### src/rtl/systolic_tile_sched.sv
// Tile sequencer for an N1xN2 systolic array computing C = A x B on MxM matrices.
// Defining SCHED_PERF_EN adds the 32-bit busy-cycle counter output cycle_cnt.

module systolic_tile_sched #(
    parameter int D_W_ACC = 16,
    parameter int N1      = 4,
    parameter int N2      = 4,
    parameter int M       = 8
) (
    input  logic                      clk,
    input  logic                      rst,
    input  logic                      start,
    output logic                      busy,
    output logic                      done,
    output logic                      rd_en,
    output logic [$clog2(M*M/N1)-1:0] rd_addr_A,
    output logic [$clog2(M*M/N2)-1:0] rd_addr_B,
    output logic                      init_out,
    input  logic [N1-1:0]             valid_D,
    input  logic [N1*D_W_ACC-1:0]     D,
    output logic [N1-1:0]             wr_en,
    output logic [N1*$clog2(M*M)-1:0] wr_addr,
    output logic [N1*D_W_ACC-1:0]     wr_data,
    output logic                      err
`ifdef SCHED_PERF_EN
    ,
    output logic [31:0]               cycle_cnt
`endif
);

    localparam int MA   = M / N1;
    localparam int NB   = M / N2;
    localparam int T    = MA * NB;
    localparam int AW_A = $clog2(M*M/N1);
    localparam int AW_B = $clog2(M*M/N2);
    localparam int AW_W = $clog2(M*M);
    localparam int KW   = (M  > 1) ? $clog2(M)  : 1;
    localparam int SAW  = (MA > 1) ? $clog2(MA) : 1;
    localparam int SBW  = (NB > 1) ? $clog2(NB) : 1;
    localparam int DTW  = $clog2(T+1);
    localparam int CW   = $clog2(N2+1);

    typedef enum logic [1:0] {IDLE, FEED, FLUSH} state_t;

    state_t               state_q, state_d;
    logic [KW-1:0]        k_q, k_d;
    logic [SAW-1:0]       fsa_q, fsa_d, dsa_q, dsa_d, e_sa;
    logic [SBW-1:0]       fsb_q, fsb_d, dsb_q, dsb_d, e_sb;
    logic [DTW-1:0]       dt_q, dt_d, e_dt;
    logic [CW-1:0]        c_q [N1];
    logic [CW-1:0]        c_d [N1];
    logic [CW-1:0]        e_c [N1];
    logic [AW_W-1:0]      waddr_d [N1];
    logic [N1-1:0]        acc;
    logic                 all_full;
    logic                 live;
    logic                 accept_start;
    logic                 feed_last;
    logic                 done_q, done_d;
    logic                 err_q, err_d;
    logic [N1-1:0]        wr_en_q;
    logic [N1*AW_W-1:0]   wr_addr_q;
    logic [N1*D_W_ACC-1:0] wr_data_q;

    assign accept_start = (state_q == IDLE) && start;
    assign feed_last    = (k_q == KW'(M-1)) && (fsa_q == SAW'(MA-1)) && (fsb_q == SBW'(NB-1));

    assign busy      = (state_q != IDLE);
    assign rd_en     = (state_q == FEED);
    assign init_out  = rd_en && (k_q == '0);
    assign rd_addr_A = rd_en ? AW_A'(int'(fsa_q) * M + int'(k_q)) : '0;
    assign rd_addr_B = rd_en ? AW_B'(int'(fsb_q) * M + int'(k_q)) : '0;
    assign done      = done_q;
    assign err       = err_q;
    assign wr_en     = wr_en_q;
    assign wr_addr   = wr_addr_q;
    assign wr_data   = wr_data_q;

    always_comb begin
        state_d = state_q;
        done_d  = 1'b0;
        case (state_q)
            IDLE:  if (start) state_d = FEED;
            FEED:  if (feed_last) state_d = FLUSH;
            FLUSH: begin
                // Leave as soon as the drain index is about to reach T.
                if (dt_d == DTW'(T)) begin
                    state_d = IDLE;
                    done_d  = 1'b1;
                end
            end
            default: state_d = IDLE;
        endcase
    end

    always_comb begin
        k_d   = k_q;
        fsa_d = fsa_q;
        fsb_d = fsb_q;
        if (accept_start) begin
            k_d   = '0;
            fsa_d = '0;
            fsb_d = '0;
        end else if (state_q == FEED) begin
            if (k_q == KW'(M-1)) begin
                k_d = '0;
                if (fsb_q == SBW'(NB-1)) begin
                    fsb_d = '0;
                    fsa_d = (fsa_q == SAW'(MA-1)) ? '0 : fsa_q + SAW'(1);
                end else begin
                    fsb_d = fsb_q + SBW'(1);
                end
            end else begin
                k_d = k_q + KW'(1);
            end
        end
    end

    // A row that has all N2 results waits; once every row is full the tile retires
    // and any valid_D in that same cycle already belongs to the next tile.
    always_comb begin
        all_full = 1'b1;
        for (int i = 0; i < N1; i++) begin
            if (c_q[i] != CW'(N2)) all_full = 1'b0;
        end

        e_dt = dt_q;
        e_sa = dsa_q;
        e_sb = dsb_q;
        if (all_full) begin
            e_dt = dt_q + DTW'(1);
            if (dsb_q == SBW'(NB-1)) begin
                e_sb = '0;
                e_sa = (dsa_q == SAW'(MA-1)) ? '0 : dsa_q + SAW'(1);
            end else begin
                e_sb = dsb_q + SBW'(1);
            end
        end

        live  = busy && (e_dt != DTW'(T));
        err_d = err_q | ((|valid_D) && !live);

        for (int i = 0; i < N1; i++) begin
            e_c[i]     = all_full ? '0 : c_q[i];
            acc[i]     = valid_D[i] && live && (e_c[i] < CW'(N2));
            c_d[i]     = e_c[i] + CW'(acc[i]);
            waddr_d[i] = AW_W'((int'(e_sa) * N1 + i) * M + int'(e_sb) * N2
                               + (N2 - 1 - int'(e_c[i])));
        end

        dt_d  = e_dt;
        dsa_d = e_sa;
        dsb_d = e_sb;
        if (accept_start) begin
            dt_d  = '0;
            dsa_d = '0;
            dsb_d = '0;
            for (int i = 0; i < N1; i++) c_d[i] = '0;
        end
    end

    always_ff @(posedge clk) begin
        if (rst) begin
            state_q   <= IDLE;
            k_q       <= '0;
            fsa_q     <= '0;
            fsb_q     <= '0;
            dt_q      <= '0;
            dsa_q     <= '0;
            dsb_q     <= '0;
            done_q    <= 1'b0;
            err_q     <= 1'b0;
            wr_en_q   <= '0;
            wr_addr_q <= '0;
            wr_data_q <= '0;
            for (int i = 0; i < N1; i++) c_q[i] <= '0;
        end else begin
            state_q   <= state_d;
            k_q       <= k_d;
            fsa_q     <= fsa_d;
            fsb_q     <= fsb_d;
            dt_q      <= dt_d;
            dsa_q     <= dsa_d;
            dsb_q     <= dsb_d;
            done_q    <= done_d;
            err_q     <= err_d;
            wr_en_q   <= acc;
            wr_data_q <= D;
            for (int i = 0; i < N1; i++) begin
                c_q[i] <= c_d[i];
                if (acc[i]) wr_addr_q[i*AW_W +: AW_W] <= waddr_d[i];
            end
        end
    end

`ifdef SCHED_PERF_EN
    logic [31:0] cnt_q;

    function automatic logic [31:0] sat_inc32(input logic [31:0] v);
        return (v == 32'hFFFF_FFFF) ? v : v + 32'd1;
    endfunction

    always_ff @(posedge clk) begin
        if (rst)               cnt_q <= '0;
        else if (accept_start) cnt_q <= '0;
        else if (busy)         cnt_q <= sat_inc32(cnt_q);
    end

    assign cycle_cnt = cnt_q;
`endif

endmodule

### config.mk
export PLATFORM = sky130hd
export DESIGN_NAME = systolic_tile_sched
export DESIGN_NICKNAME = d
export VERILOG_FILES = /design/src/rtl/systolic_tile_sched.sv
export SDC_FILE = /design/constraint.sdc
export NUM_CORES = 1
export LEC_CHECK = 0
export BUFFER_PORTS_ARGS = -buffer_cell sky130_fd_sc_hd__clkbuf_2
export CORE_MARGIN = 5
export CORE_UTILIZATION = 35
export DETAILED_ROUTE_END_ITERATION = 8
export PLACE_DENSITY = 0.63
export SLEW_MARGIN = 0
export SYNTH_ARGS = -nofsm -noshare
export SYNTH_HDL_FRONTEND = slang
export SYNTH_SLANG_ARGS = --single-unit
### constraint.sdc
create_clock -name clk -period 2.42 [get_ports clk]
set_clock_uncertainty 0.2 [all_clocks]
set_input_delay 0.121 -clock clk [delete_from_list [all_inputs] [get_ports clk]]
set_output_delay 0.121 -clock clk [all_outputs]
set_load 0.02 [all_outputs]
==> results.rst <==
.. list-table::
   :header-rows: 1

   * - Metric
     - Value
   * - Status
     - finished clean
   * - Detailed-route vias per instance
     - 4.37
   * - Dpl cell area
     - 5290 um2
   * - Final Wtd Congestion
     - ~0.9
   * - Synth Area in XOR/XNOR
     - 2.58%
   * - Total of max-cap violations
     - 0
   * - Worst Hold Class
     - in2reg
   * - TritonCTS clock tree
     - yes
   * - Final count of hold timing violations
     - 0
   * - Share of synthesized area occupied by flip-flops and latches
     - 55.0%
   * - Worst voltage drop across the vdd grid
     - 0.358 mV
   * - Nets
     - 747
   * - Synthesized-area fraction occupied by ao, oa, aoi and oai cells
     - 3.35%
   * - Final period demand of the worst path
     - approximately 2.4 ns
   * - Initial standard-cell utilization of the core
     - 35.6%
   * - Multiplexer share of the synthesized area
     - between 6 and 7%
   * - Core area
     - 12000 um2
   * - Worst Tran Pin Value
     - 0.657 ns
   * - Worst EP arrival
     - roughly 2.5 ns
   * - Non-filler instance count after layout
     - 816
   * - Maximum number of pins on one net before global-route repair
     - 53
   * - Max_slew headroom
     - 56.2%
   * - Crit path launch type
     - flip-flop
   * - Clock sinks
     - 117
   * - Final worst hold slack
     - 0.0895 ns
   * - Vertical die dimension
     - ~120 um
   * - Reg clk slew, reported paths
     - about 0.05 ns
   * - Detailed Routing Iterations Pass 1
     - 4
   * - Final instance area
     - 6880 um2
   * - Wire length per cell after detailed routing
     - roughly 13 um
   * - CTS buffer count
     - 17
   * - P per Cell Area
     - approximately 760 nW/um2
   * - Vias in the first global route
     - 3732
   * - Top cells by area in the synthesized netlist
     - sky130_fd_sc_hd__dfxtp_1 (55%), sky130_fd_sc_hd__nor2b_1 (12%), sky130_fd_sc_hd__ha_1 (5.6%)
   * - Detailed placement HPWL
     - 7.14 mm
   * - Largest family of logic cells by synthesized area
     - simple AND/OR/NAND/NOR gates
   * - Setup TNS
     - 0 ns
   * - Final core utilization
     - 57.5%
   * - Largest buffer count on any clock path
     - 2
   * - Achievable clock frequency
     - 0.418 GHz
   * - Global-route wire length before repair
     - 17.4 mm
   * - Capturing element type of the critical path
     - flip-flop
   * - Mean area per synthesized cell
     - 10.9 um2
   * - Post-synthesis cell type count
     - 37
   * - Post-synthesis adder-cell area fraction
     - under 10%
   * - Root buffer cell
     - sky130_fd_sc_hd__clkbuf_16
   * - Total congestion overflow after global routing
     - 0
   * - Post-route DRC
     - 0
   * - Inserted Diodes
     - 0
   * - Type of the worst setup path
     - reg2reg
   * - Synthesis warning total
     - 0
   * - Number of cells produced by synthesis
     - 391
   * - Final setup viols
     - 0
   * - Cell taking the most area after synthesis
     - sky130_fd_sc_hd__dfxtp_1
   * - Leakage Power
     - 0.00326 uW
   * - Number of H-tree branching levels
     - 4
   * - Row cnt
     - 40
   * - Aggregate global-route resource usage
     - 15.2%
   * - Simple logic cell fraction of the synthesized area
     - roughly 22%
   * - Fin crit share
     - a little over nine tenths
   * - Via count of the routed design
     - around 3.6k
   * - Top-level port count
     - about 180
   * - Die Footprint
     - 14500 um2
   * - Number of nets still failing antenna checks after routing
     - 0
   * - Iteration-0 DRC Markers
     - between 150 and 200
   * - Top-area cell type share of the netlist area
     - roughly 55%
   * - Data required time of the worst path
     - 2.50 ns
   * - Area of the mapped netlist
     - 4260 um2
   * - Count of buffers inserted at the top-level ports
     - around 180
   * - Clk_lat worst skew
     - 0.41 ns
   * - Fraction of layout instances using a drive strength above 1
     - 39.3%
   * - Die span in x
     - 120 um
   * - Number of synthesized register bits
     - 117
   * - Post-synthesis to final-layout area growth
     - 61.5%
   * - RSZ-0062 raised after global routing
     - yes
   * - Initial antenna violation count
     - 0
   * - Post-synth net total
     - between 400 and 500
   * - Number of max-slew violations in the final report
     - 0
   * - DRT Wirelength
     - about 11 mm
   * - Cell count after placement
     - 698
   * - Max Fanout on Critical Path
     - 5
-- worst paths after layout --
check,endpoint,slack (ns),depth (start not counted),start
worst min register to register,wr_addr[11],0.26,2,wr_addr[11]
worst max-delay path,c_q[2][2],0.03,8,c_q[2][1]
worst max register to register,c_q[2][2],0.03,8,c_q[2][1]
worst min-delay path,c_q[1][0],0.09,4,valid_D[1]
-- Yosys cell counts --
cell type	count
sky130_fd_sc_hd__nor2_1	30
sky130_fd_sc_hd__o21ai_0	3
sky130_fd_sc_hd__nor4b_1	1
sky130_fd_sc_hd__clkinv_1	1
sky130_fd_sc_hd__xor2_1	9
sky130_fd_sc_hd__nand4_1	3
sky130_fd_sc_hd__dfxtp_1	117
sky130_fd_sc_hd__xnor2_1	1
sky130_fd_sc_hd__nor3_1	3
sky130_fd_sc_hd__mux2_4	11
sky130_fd_sc_hd__ha_1	19
sky130_fd_sc_hd__o21a_1	2
sky130_fd_sc_hd__dlygate4sd1_1	1
sky130_fd_sc_hd__mux2i_1	8
sky130_fd_sc_hd__o2111ai_2	1
sky130_fd_sc_hd__and4bb_2	2
sky130_fd_sc_hd__clkbuf_1	21
sky130_fd_sc_hd__nand2b_1	1
sky130_fd_sc_hd__a21oi_1	6
sky130_fd_sc_hd__nor2b_1	80
sky130_fd_sc_hd__o2111a_1	3
sky130_fd_sc_hd__nor3b_1	1
sky130_fd_sc_hd__xnor3_1	1
sky130_fd_sc_hd__nand3_1	3
sky130_fd_sc_hd__nand2_1	24
sky130_fd_sc_hd__nor4b_4	2
sky130_fd_sc_hd__inv_2	1
sky130_fd_sc_hd__buf_6	3
sky130_fd_sc_hd__and4b_2	1
sky130_fd_sc_hd__inv_1	9
sky130_fd_sc_hd__buf_4	4
sky130_fd_sc_hd__or2_2	1
sky130_fd_sc_hd__mux2_2	1
sky130_fd_sc_hd__nand3_4	1
sky130_fd_sc_hd__mux2i_4	1
sky130_fd_sc_hd__o221a_2	3
sky130_fd_sc_hd__and2_1	12
-- flip-flops by register name (all words and copies together) (netlist names), 2 cells and up --
signal   cells
wr_data     64
dt_q         3
wr_en        4
k_q          3
state_q      2
c_q         12
wr_addr     23
-- cell type report --
class / count / area (um2)
clock buffers: 22 / 494
clock inverters: 9 / 148
fillers: 1007 / 5080
inverters: 11 / 41.3
multi-input cells: 234 / 1810
flip-flops and latches: 117 / 2350
well taps: 147 / 184
repair buffers: 276 / 1850
-- what timing repair did --
| action | in CTS | in global routing |
|---|---|---|
| pin swaps | 0 | 10 |
| gates resized for setup | 1 | 20 |
| endpoints found under the setup margin | 1 | 18 |
| setup buffers | 0 | 5 |
| endpoints found under the hold margin | 72 | 0 |
| hold buffers | 82 | 0 |
-- report_power, final --
group	switching, uW	leakage, uW	internal (uW)
Clock	831	0.000318	1840
Sequential	33.3	0.000966	2010
Combinational	266	0.00198	266
Total	1130	0.00326	4120
-- worst max-delay path: stages, from the launching register on --
cell and delay [ns]:
sky130_fd_sc_hd__dfxtp_4 0.35, sky130_fd_sc_hd__nor4b_4 0.39, sky130_fd_sc_hd__nand4_1 0.22, sky130_fd_sc_hd__xor2_2 0.33
sky130_fd_sc_hd__o2111a_1 0.26, sky130_fd_sc_hd__ha_2 0.20, sky130_fd_sc_hd__ha_4 0.12, sky130_fd_sc_hd__xor2_1 0.14
sky130_fd_sc_hd__nor2_1 0.06
-- metal layers --
| metal | track usage (%) | part of all wire, % |
|---|---|---|
| met1 | 16.5 | 40 |
| met2 | 25.6 | 50 |
| met3 | 6.55 | 7.9 |
| met4 | 6.87 | 2.1 |
| met5 | 0 | 0 |
-- cells by family after synthesis --
logic type,Yosys count
xor gates and xnor gates,11
buffers and inverters,40
adders and majority gates,19
muxes,21
DFF,117
and+or+nand+nor,165
AOI/OAI and AO/OA,18
-- per-stage QoR --
step                setup WS (ns)  total power [uW]
finish                     0.0269              5250
global route               -0.119              5450
CTS                       0.00880              5300
detailed placement        -0.0140              2510
global placement           0.0734              2500
floorplan                  0.0247              2330
-- cells in the final DEF (no fill, tap or decap), types with 9 or more instances in the layout --
master                            n
sky130_fd_sc_hd__and2_1          11
sky130_fd_sc_hd__ha_1            13
sky130_fd_sc_hd__nand2_1         23
sky130_fd_sc_hd__buf_4           17
sky130_fd_sc_hd__dlygate4sd3_1   82
sky130_fd_sc_hd__dfxtp_1        115
sky130_fd_sc_hd__inv_1            9
sky130_fd_sc_hd__nor2b_1         80
sky130_fd_sc_hd__mux2_4          11
sky130_fd_sc_hd__clkbuf_16       17
sky130_fd_sc_hd__nor2_1          30
sky130_fd_sc_hd__clkbuf_2       174
No activity file was read; power rests on OpenSTA's default activity.
